`src/rtl/sensor_pkg.sv`:
```
`default_nettype none
// ---------------------------------------------------------------------------
// sensor_pkg : request/response codes and FSM states for sensor_scheduler
// Rev 1.0
// ---------------------------------------------------------------------------
package sensor_pkg;

  localparam logic [7:0] c_REQ_STATUS  = 8'h00;
  localparam logic [7:0] c_REQ_TEMP    = 8'h02;
  localparam logic [7:0] c_REQ_HUM     = 8'h03;
  localparam logic [7:0] c_RSP_CKSUM   = 8'h1F;
  localparam logic [7:0] c_RSP_TIMEOUT = 8'h2F;
  localparam logic [7:0] c_RSP_BADCODE = 8'hEF;

  typedef enum logic [2:0] {
    ST_IDLE     = 3'd0,
    ST_DECODE   = 3'd1,
    ST_WAIT_GAP = 3'd2,
    ST_READ     = 3'd3,
    ST_CLEAR    = 3'd4,
    ST_RESP     = 3'd5
  } sched_state_e;

  function automatic logic is_data_req(input logic [7:0] code);
    return (code == c_REQ_TEMP) || (code == c_REQ_HUM);
  endfunction

endpackage
`default_nettype wire

```
`src/rtl/sched_sat_counter.sv`:
```
`default_nettype none
// ---------------------------------------------------------------------------
// sched_sat_counter : up-counter with clear/enable that saturates at LIMIT
// Rev 1.0
// ---------------------------------------------------------------------------
module sched_sat_counter #(
  parameter int unsigned WIDTH   = 8,
  parameter int unsigned LIMIT   = 255,
  parameter bit          RST_SAT = 1'b0
) (
  input  logic clk_i,
  input  logic rst_i,
  input  logic clr_i,
  input  logic en_i,
  output logic at_limit_o
);

  localparam logic [WIDTH-1:0] c_LIMIT = WIDTH'(LIMIT);

  logic [WIDTH-1:0] cnt_q;
  logic [WIDTH-1:0] cnt_d;

  always_comb begin
    cnt_d = cnt_q;
    if (clr_i) begin
      cnt_d = '0;
    end else if (en_i && (cnt_q != c_LIMIT)) begin
      cnt_d = cnt_q + 1'b1;
    end
  end

  always_ff @(posedge clk_i) begin
    if (rst_i) begin
      cnt_q <= RST_SAT ? c_LIMIT : '0;
    end else begin
      cnt_q <= cnt_d;
    end
  end

  assign at_limit_o = (cnt_q == c_LIMIT);

endmodule
`default_nettype wire

```
`src/rtl/sensor_scheduler.sv`:
```
`default_nettype none
// ---------------------------------------------------------------------------
// sensor_scheduler : rate-limited DHT11 read scheduler with response cache
// Optional feature macro: SCHED_CACHE_EN (serve fresh cached readings)
// Rev 1.0
// ---------------------------------------------------------------------------
module sensor_scheduler #(
  parameter int unsigned CLK_HZ      = 50000000,
  parameter int unsigned MIN_GAP_CYC = 100000000,
  parameter int unsigned TIMEOUT_CYC = 50000000
) (
  input  logic       i_Clock,
  input  logic       i_Rst,
  input  logic       i_Req_Valid,
  input  logic [7:0] i_Req_Code,
  output logic       o_Req_Ready,
  output logic       o_Sens_En,
  input  logic       i_Sens_Done,
  input  logic       i_Sens_Error,
  input  logic [7:0] i_Hum_Int,
  input  logic [7:0] i_Hum_Float,
  input  logic [7:0] i_Temp_Int,
  input  logic [7:0] i_Temp_Float,
  output logic       o_Rsp_Valid,
  input  logic       i_Rsp_Ready,
  output logic [7:0] o_Rsp_Code,
  output logic [7:0] o_Rsp_Int,
  output logic [7:0] o_Rsp_Float
);

  import sensor_pkg::*;

  // Gap counter never narrower than a one-second count so the gap can be retuned.
  localparam int unsigned c_GAP_SPAN = (MIN_GAP_CYC > CLK_HZ) ? MIN_GAP_CYC : CLK_HZ;
  localparam int unsigned c_GAP_W    = $clog2(c_GAP_SPAN + 1);
  localparam int unsigned c_TO_W     = $clog2(TIMEOUT_CYC + 1);

  sched_state_e state_q;
  logic       req_ready_q, sens_en_q, rsp_valid_q;
  logic [7:0] rsp_code_q, rsp_int_q, rsp_float_q;
  logic [7:0] code_q;
  logic       cache_valid_q, last_error_q;

  logic       w_gap_sat, w_to_limit, w_start_read, w_fresh;
  logic [7:0] w_cache_int, w_cache_float, w_read_int, w_read_float;

  assign w_start_read = (state_q == ST_WAIT_GAP) && w_gap_sat;

  sched_sat_counter #(
    .WIDTH   (c_GAP_W),
    .LIMIT   (MIN_GAP_CYC),
    .RST_SAT (1'b1)
  ) u_gap_cnt (
    .clk_i      (i_Clock),
    .rst_i      (i_Rst),
    .clr_i      (w_start_read),
    .en_i       (1'b1),
    .at_limit_o (w_gap_sat)
  );

  sched_sat_counter #(
    .WIDTH   (c_TO_W),
    .LIMIT   (TIMEOUT_CYC - 1),
    .RST_SAT (1'b0)
  ) u_timeout_cnt (
    .clk_i      (i_Clock),
    .rst_i      (i_Rst),
    .clr_i      (w_start_read),
    .en_i       (state_q == ST_READ),
    .at_limit_o (w_to_limit)
  );

  assign w_read_int   = (code_q == c_REQ_TEMP) ? i_Temp_Int   : i_Hum_Int;
  assign w_read_float = (code_q == c_REQ_TEMP) ? i_Temp_Float : i_Hum_Float;

`ifdef SCHED_CACHE_EN
  logic [7:0] hum_int_q, hum_float_q, temp_int_q, temp_float_q;

  always_ff @(posedge i_Clock) begin
    if (i_Rst) begin
      hum_int_q    <= '0;
      hum_float_q  <= '0;
      temp_int_q   <= '0;
      temp_float_q <= '0;
    end else if ((state_q == ST_READ) && i_Sens_Done && !i_Sens_Error) begin
      hum_int_q    <= i_Hum_Int;
      hum_float_q  <= i_Hum_Float;
      temp_int_q   <= i_Temp_Int;
      temp_float_q <= i_Temp_Float;
    end
  end

  // Fresh means a good reading exists and the minimum gap has not yet elapsed.
  assign w_fresh       = cache_valid_q & ~w_gap_sat;
  assign w_cache_int   = (code_q == c_REQ_TEMP) ? temp_int_q   : hum_int_q;
  assign w_cache_float = (code_q == c_REQ_TEMP) ? temp_float_q : hum_float_q;
`else
  assign w_fresh       = 1'b0;
  assign w_cache_int   = '0;
  assign w_cache_float = '0;
`endif

  always_ff @(posedge i_Clock) begin
    if (i_Rst) begin
      state_q       <= ST_IDLE;
      req_ready_q   <= 1'b1;
      sens_en_q     <= 1'b0;
      rsp_valid_q   <= 1'b0;
      rsp_code_q    <= '0;
      rsp_int_q     <= '0;
      rsp_float_q   <= '0;
      code_q        <= '0;
      cache_valid_q <= 1'b0;
      last_error_q  <= 1'b0;
    end else begin
      case (state_q)
        ST_IDLE: begin
          if (i_Req_Valid && req_ready_q) begin
            code_q      <= i_Req_Code;
            req_ready_q <= 1'b0;
            state_q     <= ST_DECODE;
          end
        end
        ST_DECODE: begin
          if (code_q == c_REQ_STATUS) begin
            rsp_code_q  <= c_REQ_STATUS;
            rsp_int_q   <= {7'b0, cache_valid_q};
            rsp_float_q <= {7'b0, last_error_q};
            rsp_valid_q <= 1'b1;
            state_q     <= ST_RESP;
          end else if (is_data_req(code_q)) begin
            if (w_fresh) begin
              rsp_code_q  <= code_q;
              rsp_int_q   <= w_cache_int;
              rsp_float_q <= w_cache_float;
              rsp_valid_q <= 1'b1;
              state_q     <= ST_RESP;
            end else begin
              state_q <= ST_WAIT_GAP;
            end
          end else begin
            rsp_code_q  <= c_RSP_BADCODE;
            rsp_int_q   <= '0;
            rsp_float_q <= '0;
            rsp_valid_q <= 1'b1;
            state_q     <= ST_RESP;
          end
        end
        ST_WAIT_GAP: begin
          if (w_gap_sat) begin
            sens_en_q <= 1'b1;
            state_q   <= ST_READ;
          end
        end
        ST_READ: begin
          // Done wins over a timeout landing in the same cycle.
          if (i_Sens_Done) begin
            sens_en_q <= 1'b0;
            state_q   <= ST_CLEAR;
            if (i_Sens_Error) begin
              last_error_q  <= 1'b1;
              cache_valid_q <= 1'b0;
              rsp_code_q    <= c_RSP_CKSUM;
              rsp_int_q     <= '0;
              rsp_float_q   <= '0;
            end else begin
              last_error_q  <= 1'b0;
              cache_valid_q <= 1'b1;
              rsp_code_q    <= code_q;
              rsp_int_q     <= w_read_int;
              rsp_float_q   <= w_read_float;
            end
          end else if (w_to_limit) begin
            sens_en_q     <= 1'b0;
            state_q       <= ST_CLEAR;
            last_error_q  <= 1'b1;
            cache_valid_q <= 1'b0;
            rsp_code_q    <= c_RSP_TIMEOUT;
            rsp_int_q     <= '0;
            rsp_float_q   <= '0;
          end
        end
        ST_CLEAR: begin
          rsp_valid_q <= 1'b1;
          state_q     <= ST_RESP;
        end
        ST_RESP: begin
          if (i_Rsp_Ready) begin
            rsp_valid_q <= 1'b0;
            req_ready_q <= 1'b1;
            state_q     <= ST_IDLE;
          end
        end
        default: begin
          state_q     <= ST_IDLE;
          req_ready_q <= 1'b1;
          sens_en_q   <= 1'b0;
          rsp_valid_q <= 1'b0;
        end
      endcase
    end
  end

  assign o_Req_Ready = req_ready_q;
  assign o_Sens_En   = sens_en_q;
  assign o_Rsp_Valid = rsp_valid_q;
  assign o_Rsp_Code  = rsp_code_q;
  assign o_Rsp_Int   = rsp_int_q;
  assign o_Rsp_Float = rsp_float_q;

endmodule
`default_nettype wire

```
`config.mk`:
```
export PLATFORM = sky130hd
export DESIGN_NAME = sensor_scheduler
export DESIGN_NICKNAME = d
export VERILOG_FILES = /design/src/rtl/sensor_pkg.sv /design/src/rtl/sched_sat_counter.sv /design/src/rtl/sensor_scheduler.sv
export SDC_FILE = /design/constraint.sdc
export NUM_CORES = 1
export LEC_CHECK = 0
export CAP_MARGIN = 30
export CORE_UTILIZATION = 40
export CTS_CLUSTER_DIAMETER = 40
export DETAILED_ROUTE_END_ITERATION = 10
export GPL_TIMING_DRIVEN = 0
export HOLD_SLACK_MARGIN = 0.05
export PLACE_DENSITY = 0.73
export SETUP_SLACK_MARGIN = 0.5
export SYNTH_ARGS = -nofsm -noshare
export SYNTH_HDL_FRONTEND = slang
export SYNTH_SLANG_ARGS = --single-unit
export TNS_END_PERCENT = 50
```
`constraint.sdc`:
```
create_clock -name i_Clock -period 2.47 [get_ports i_Clock]
set_input_delay 0.3705 -clock i_Clock [delete_from_list [all_inputs] [get_ports i_Clock]]
set_output_delay 0.3705 -clock i_Clock [all_outputs]
set_load 0.05 [all_outputs]
```
# After elaboration in Yosys (flattened, before gate mapping)
# Cells that the tools add are included.
dict set report op_classes {
  n_addsub 2
  n_eq_ne 16
  mux 44
  n_bitwise 3
  n_reduce_logical 20
}
# op n
set ops {}
lappend ops {{$mux 8} 15}
lappend ops {{$mux 27} 2}
lappend ops {{$pmux 8 s2} 3}
lappend ops {{$add 27x1->27 const B} 1}
lappend ops {{$eq 27x27->1 const B} 1}
lappend ops {{$ne 27x27->1 const B} 1}
lappend ops {{$add 26x1->26 const B} 1}
lappend ops {{$eq 26x26->1 const B} 1}
lappend ops {{$ne 26x26->1 const B} 1}
lappend ops {{$mux 3} 7}
lappend ops {{$pmux 3 s6} 1}
lappend ops {{$eq 8x2->1 const B} 2}
lappend ops {{$mux 1} 13}
lappend ops {{$reduce_and 3->1} 4}
lappend ops {{$logic_not 8->1} 1}
lappend ops {{$reduce_or 4->1} 2}
lappend ops {{$eq 3x2->1 const B} 2}
lappend ops {{$eq 3x3->1 const B} 2}
lappend ops {{$ne 2x2->1 const B} 3}
lappend ops {{$ne 3x3->1 const B} 2}
lappend ops {{$pmux 1 s3} 2}
lappend ops {{$reduce_bool 2->1} 3}
lappend ops {{$pmux 1 s4} 1}
lappend ops {{$reduce_and 2->1} 2}
lappend ops {{other kinds (8)} 12}
dict set report totals {
  regBits 93
  in_bits 46
  out_inout_bits 27
  wordCells 98
}

# Logic depth before layout (Yosys ltp)
dict set report depth {
  depth_word 5
  depth_mapped 8
  mapped_depth_nobuf 7
}

# By module
# Synthesis repeated with hierarchy kept, for this count alone.
dict set report hier_totals {
  cells_unflattened 525
  hier_area_um2 4692.0
}
# module instances cells_each area_per_inst_um2 seq_area_each_um2
set modules_own_cells {}
lappend modules_own_cells {sensor_scheduler 1 196 1910.6 800.8}
lappend modules_own_cells {{sched_sat_counter at u_gap_cnt} 1 185 1496.4 540.5}
lappend modules_own_cells {{sched_sat_counter at u_timeout_cnt} 1 144 1285.0 520.5}

# Least setup slack after synthesis
# No wires, ideal clock.
dict set report synth_timing {
  path_kind {register to register}
  startpoint {register u_timeout_cnt.cnt_q[3]}
  endpoint {register u_timeout_cnt.cnt_q[18]}
  setup_time_ps 70
  t_arrival_ps 1898
  path_slack_ps 502
  path_stages_with_launch 7
  cell_sequence {dfxtp_1 nand3_2 or4_1 buf_2 or3_1 or3_1 a21oi_1}
}
dict set report synth_via {
  elab_chain_cells 2
  elab_cells_between_ends 3
  classes_between {1 x add/sub; 1 x eq/ne; 1 x reduce/logical}
}
# element line
set synth_lines {}
lappend synth_lines {{from (decl)} sched_sat_counter.sv:20} ;# logic [WIDTH-1:0] cnt_q;
lappend synth_lines {{from (signal assigned)} sched_sat_counter.sv:34} ;# cnt_q <= RST_SAT ? c_LIMIT : '0;
lappend synth_lines {{from (signal assigned)} sched_sat_counter.sv:36} ;# cnt_q <= cnt_d;
lappend synth_lines {{branches (longest 2 deep; another with $add 26x1->26)} n/a}
# Parallel ways; which one is timed is not known.
# A chain may end at the register's enable or synchronous reset.

# Worst setup path after layout
dict set report layout_timing {
  startpoint {register u_timeout_cnt.cnt_q[7]}
  endpoint {register u_timeout_cnt.cnt_q[18]}
}
# The elaborated chain is that of the path after synthesis.

==> impl_metrics.csv <==
group,metric,value,unit
logic_synthesis,syn_nets,550,
global_routing,grt_antenna_before_repair,0,
sta,period_minus_slack,2.07,ns
power,p_sw_share,30.5,%
sta,skew,0.0131,ns
sta,fin_setup_tns,0,ns
sta,hold_violations,0,
drt,first_iter_violations,173,
power,p_comb_share,25.3,%
logic_synthesis,ys_seq_elements,93,
logic_synthesis,synth_ff_type,"dfxtp_1",
clock_network,clk_latency,0.37,ns
setup_path,arrival,2.37,ns
setup_path,start_kind,"flop",
clock_network,htreeDepth,3,
sta,max_freq,484,MHz
finish,multi_input_area,2620,um2
floorplanning,row_count,38,
finish,fin_util,54.6,%
run_status,status,"complete, no violations",
clock_network,clockBufferDepth,2,
global_routing,track_usage,19.4,%
floorplanning,ios,73,
setup_path,crit_type,"reg -> reg",
drt,via_per_inst,5.63,
finish,syn2layout_area_growth,32.9,%
power,power.total,0.00378,W
min_path,hold_class,"reg -> reg",
power,switching_power,0.00115,W
logic_synthesis,yosysSeqAreaShare,41.8,%
power,p_clk_share,30.7,%
finish,n_fill_cell,1004,
logic_synthesis,async_flop_share,0,%
clock_network,hold_buffers,0,
place,io_buffers,71,
finish,postLayoutCellArea,5920,um2
drt,vias,4204,
place,gp_congestion,0.847,
logic_synthesis,mappedNetlistArea,4460,um2
sta,rsz0062_at_grt,"true",
power,seq_power_share,44.0,%
floorplanning,start_util,41.1,%
finish,layout-drive-gt1-share,14.0,%
setup_path,worstPathRequired,2.77,ns
logic_synthesis,synth_warnings,0,
place,place_area,5340,um2
floorplanning,die_y,108,um
global_routing,grt_max_degree,15,
sta,slew_headroom,56.0,%
logic_synthesis,synth_edf_count,0,
finish,regArea,1890,um2
clock_network,cts_buffers,9,
place,dp_hpwl,8.02,mm
floorplanning,core,10800,um2
global_routing,grt_pass1_vias,3818,
logic_synthesis,netlist-cell-type-count,58,
setup_path,reg2reg_depth,6,
clock_network,root_buffer,"clkbuf_8",
drt,drt_wl_total,11.4,mm
min_path,worstHoldPathCells,2,
drt,antenna_left,0,
clock_network,cts_tree,"yes",
global_routing,grt_pass1_wl,17.8,mm
sta,finalSetupViolCount,0,
power,internal_power,0.00263,W
drt,post_drt_wl_per_cell,15.3,um
drt,drt_pass1_iterations,5,
power,ir_worst_vdd,338,uV
flow_run,drv_cap,0,
clock_network,clock-sinks,93,
logic_synthesis,synth_area_per_cell,8.89,um2
setup_path,crit_path_max_fanout,9,
clock_network,clk_pin_slew,0.09,ns
sta,drv_slew,0,
finish,diodes,0,
sta,period_share,83.6,%
power,leakagePower,2.24,nW
logic_synthesis,synth_cells,501,
finish,layout.nets,651,
floorplanning,die_w,108,um
setup_path,end_kind,"flop",
sta,worstMarginPinSlew,0.660,ns
floorplanning,die_area,11600,um2
power,power_density,639,nW/um2
drt,drc,0,
global_routing,grt-ovfl-total,0,
[final timing paths]
path,start,endpoint,slack (ns)
hold reg to reg,o_Rsp_Code[2],o_Rsp_Code[2],0.46
hold / removal,o_Rsp_Code[2],o_Rsp_Code[2],0.46
setup / recovery,u_timeout_cnt.cnt_q[7],u_timeout_cnt.cnt_q[18],0.40
setup reg to reg,u_timeout_cnt.cnt_q[7],u_timeout_cnt.cnt_q[18],0.40
[worst max-delay path, cell delays in order, from the launching register on]
cell and delay, ns:
dfxtp_4 0.41, nand3_4 0.09, or4_4 0.53, buf_6 0.16, or3_1 0.35, or3_1 0.32, a21oi_1 0.14
[registers in the layout (all words and copies together) (netlist names)]
name	count
code_q	8
last_error_q	1
o_Rsp_Code	8
state_q	3
o_Rsp_Int	8
o_Rsp_Float	8
u_timeout_cnt.cnt_q	26
o_Rsp_Valid	1
o_Sens_En	1
u_gap_cnt.cnt_q	27
cache_valid_q	1
o_Req_Ready	1
[layout by cell type, fill, tap and decap left out, drive strengths merged, types with 9 or more instances in the layout]
master	netlist	final
a21oi	23	23
and3	11	11
buf	7	27
clkbuf	18	30
clkdlybuf4s50	0	71
dfxtp	93	93
inv	9	9
mux2i	31	31
nand2	32	32
nand3	31	31
nand4	13	13
nor2	46	46
nor3	11	11
nor4	14	14
o211ai	14	14
o21ai	20	20
o2bb2ai	14	14
xnor2	14	14
xor2	13	13
[repair_timing]
action,in CTS,in global routing
setup buffers,14,5
gates cloned,0,0
gates resized for setup,24,46
pin swaps,7,7
setup endpoints to repair,81,90
[power groups by stage]
| stage | logic (W) | clock network [W] | registers (W) |
|---|---|---|---|
| detailed placement | 0.000866 | 0 | 0.00169 |
| global placement | 0.000849 | 0 | 0.00169 |
| global route | 0.00103 | 0.00124 | 0.00168 |
| CTS | 0.000896 | 0.00118 | 0.00166 |
| floorplan | 0.000449 | 0 | 0.00183 |
| finish | 0.000958 | 0.00116 | 0.00166 |
[cell type report]
cell class | count | area share [%]
Clock buffer | 13 | 2.68
Sequential cell | 93 | 31.9
Inverter | 10 | 0.634
Tap cell | 140 | 2.96
Buffer | 25 | 2.13
Timing Repair Buffer | 90 | 14.4
Clock inverter | 3 | 1.14
Multi-Input combinational cell | 373 | 44.2
[stage by stage]
step,worst slack (ns),hold slack (ns),instances
after global placement,0.0877,0.446,712
after floorplan,0.502,0.448,501
after CTS,0.388,0.466,742
after detailed placement,0.0381,0.447,712
final,0.405,0.461,747
after global routing,0.337,0.484,747
[synth_stat cells, types with 9 or more instances]
library cell | n | area share, %
a21oi_1 | 22 | 2.5
and3_1 | 11 | 1.5
clkbuf_1 | 18 | 1.5
dfxtp_1 | 93 | 42
inv_1 | 9 | 0.76
mux2i_1 | 31 | 7.0
nand2_1 | 31 | 2.6
nand3_1 | 30 | 3.4
nand4_1 | 13 | 1.8
nor2_1 | 46 | 3.9
nor3_1 | 10 | 1.1
nor4_1 | 13 | 1.8
o211ai_1 | 14 | 2.4
o21ai_0 | 18 | 2.0
o2bb2ai_1 | 14 | 2.8
xnor2_1 | 14 | 2.8
xor2_1 | 13 | 2.6
[cell families (layout without fill, tap and decap cells)]
kind of cell | count (synthesis) | after routing | synth area share, %
adders and majority gates | 3 | 3 | 0.843
buffers and inverters | 35 | 141 | 3.03
AOI/OAI and AO/OA | 108 | 108 | 17.0
xor gates and xnor gates | 27 | 27 | 5.31
DFF | 93 | 93 | 41.8
muxes | 31 | 31 | 6.96
and+or+nand+nor | 204 | 204 | 25.1
[routing by layer]
layer	vias up	track usage [%]	share of wire [%]
met5	-	0	0
met2	91	33.2	51
met1	2032	24.0	43
li1	2069	-	-
met4	0	8.51	1.9
met3	12	3.21	4.4
Power figures use the tool's default switching activity.
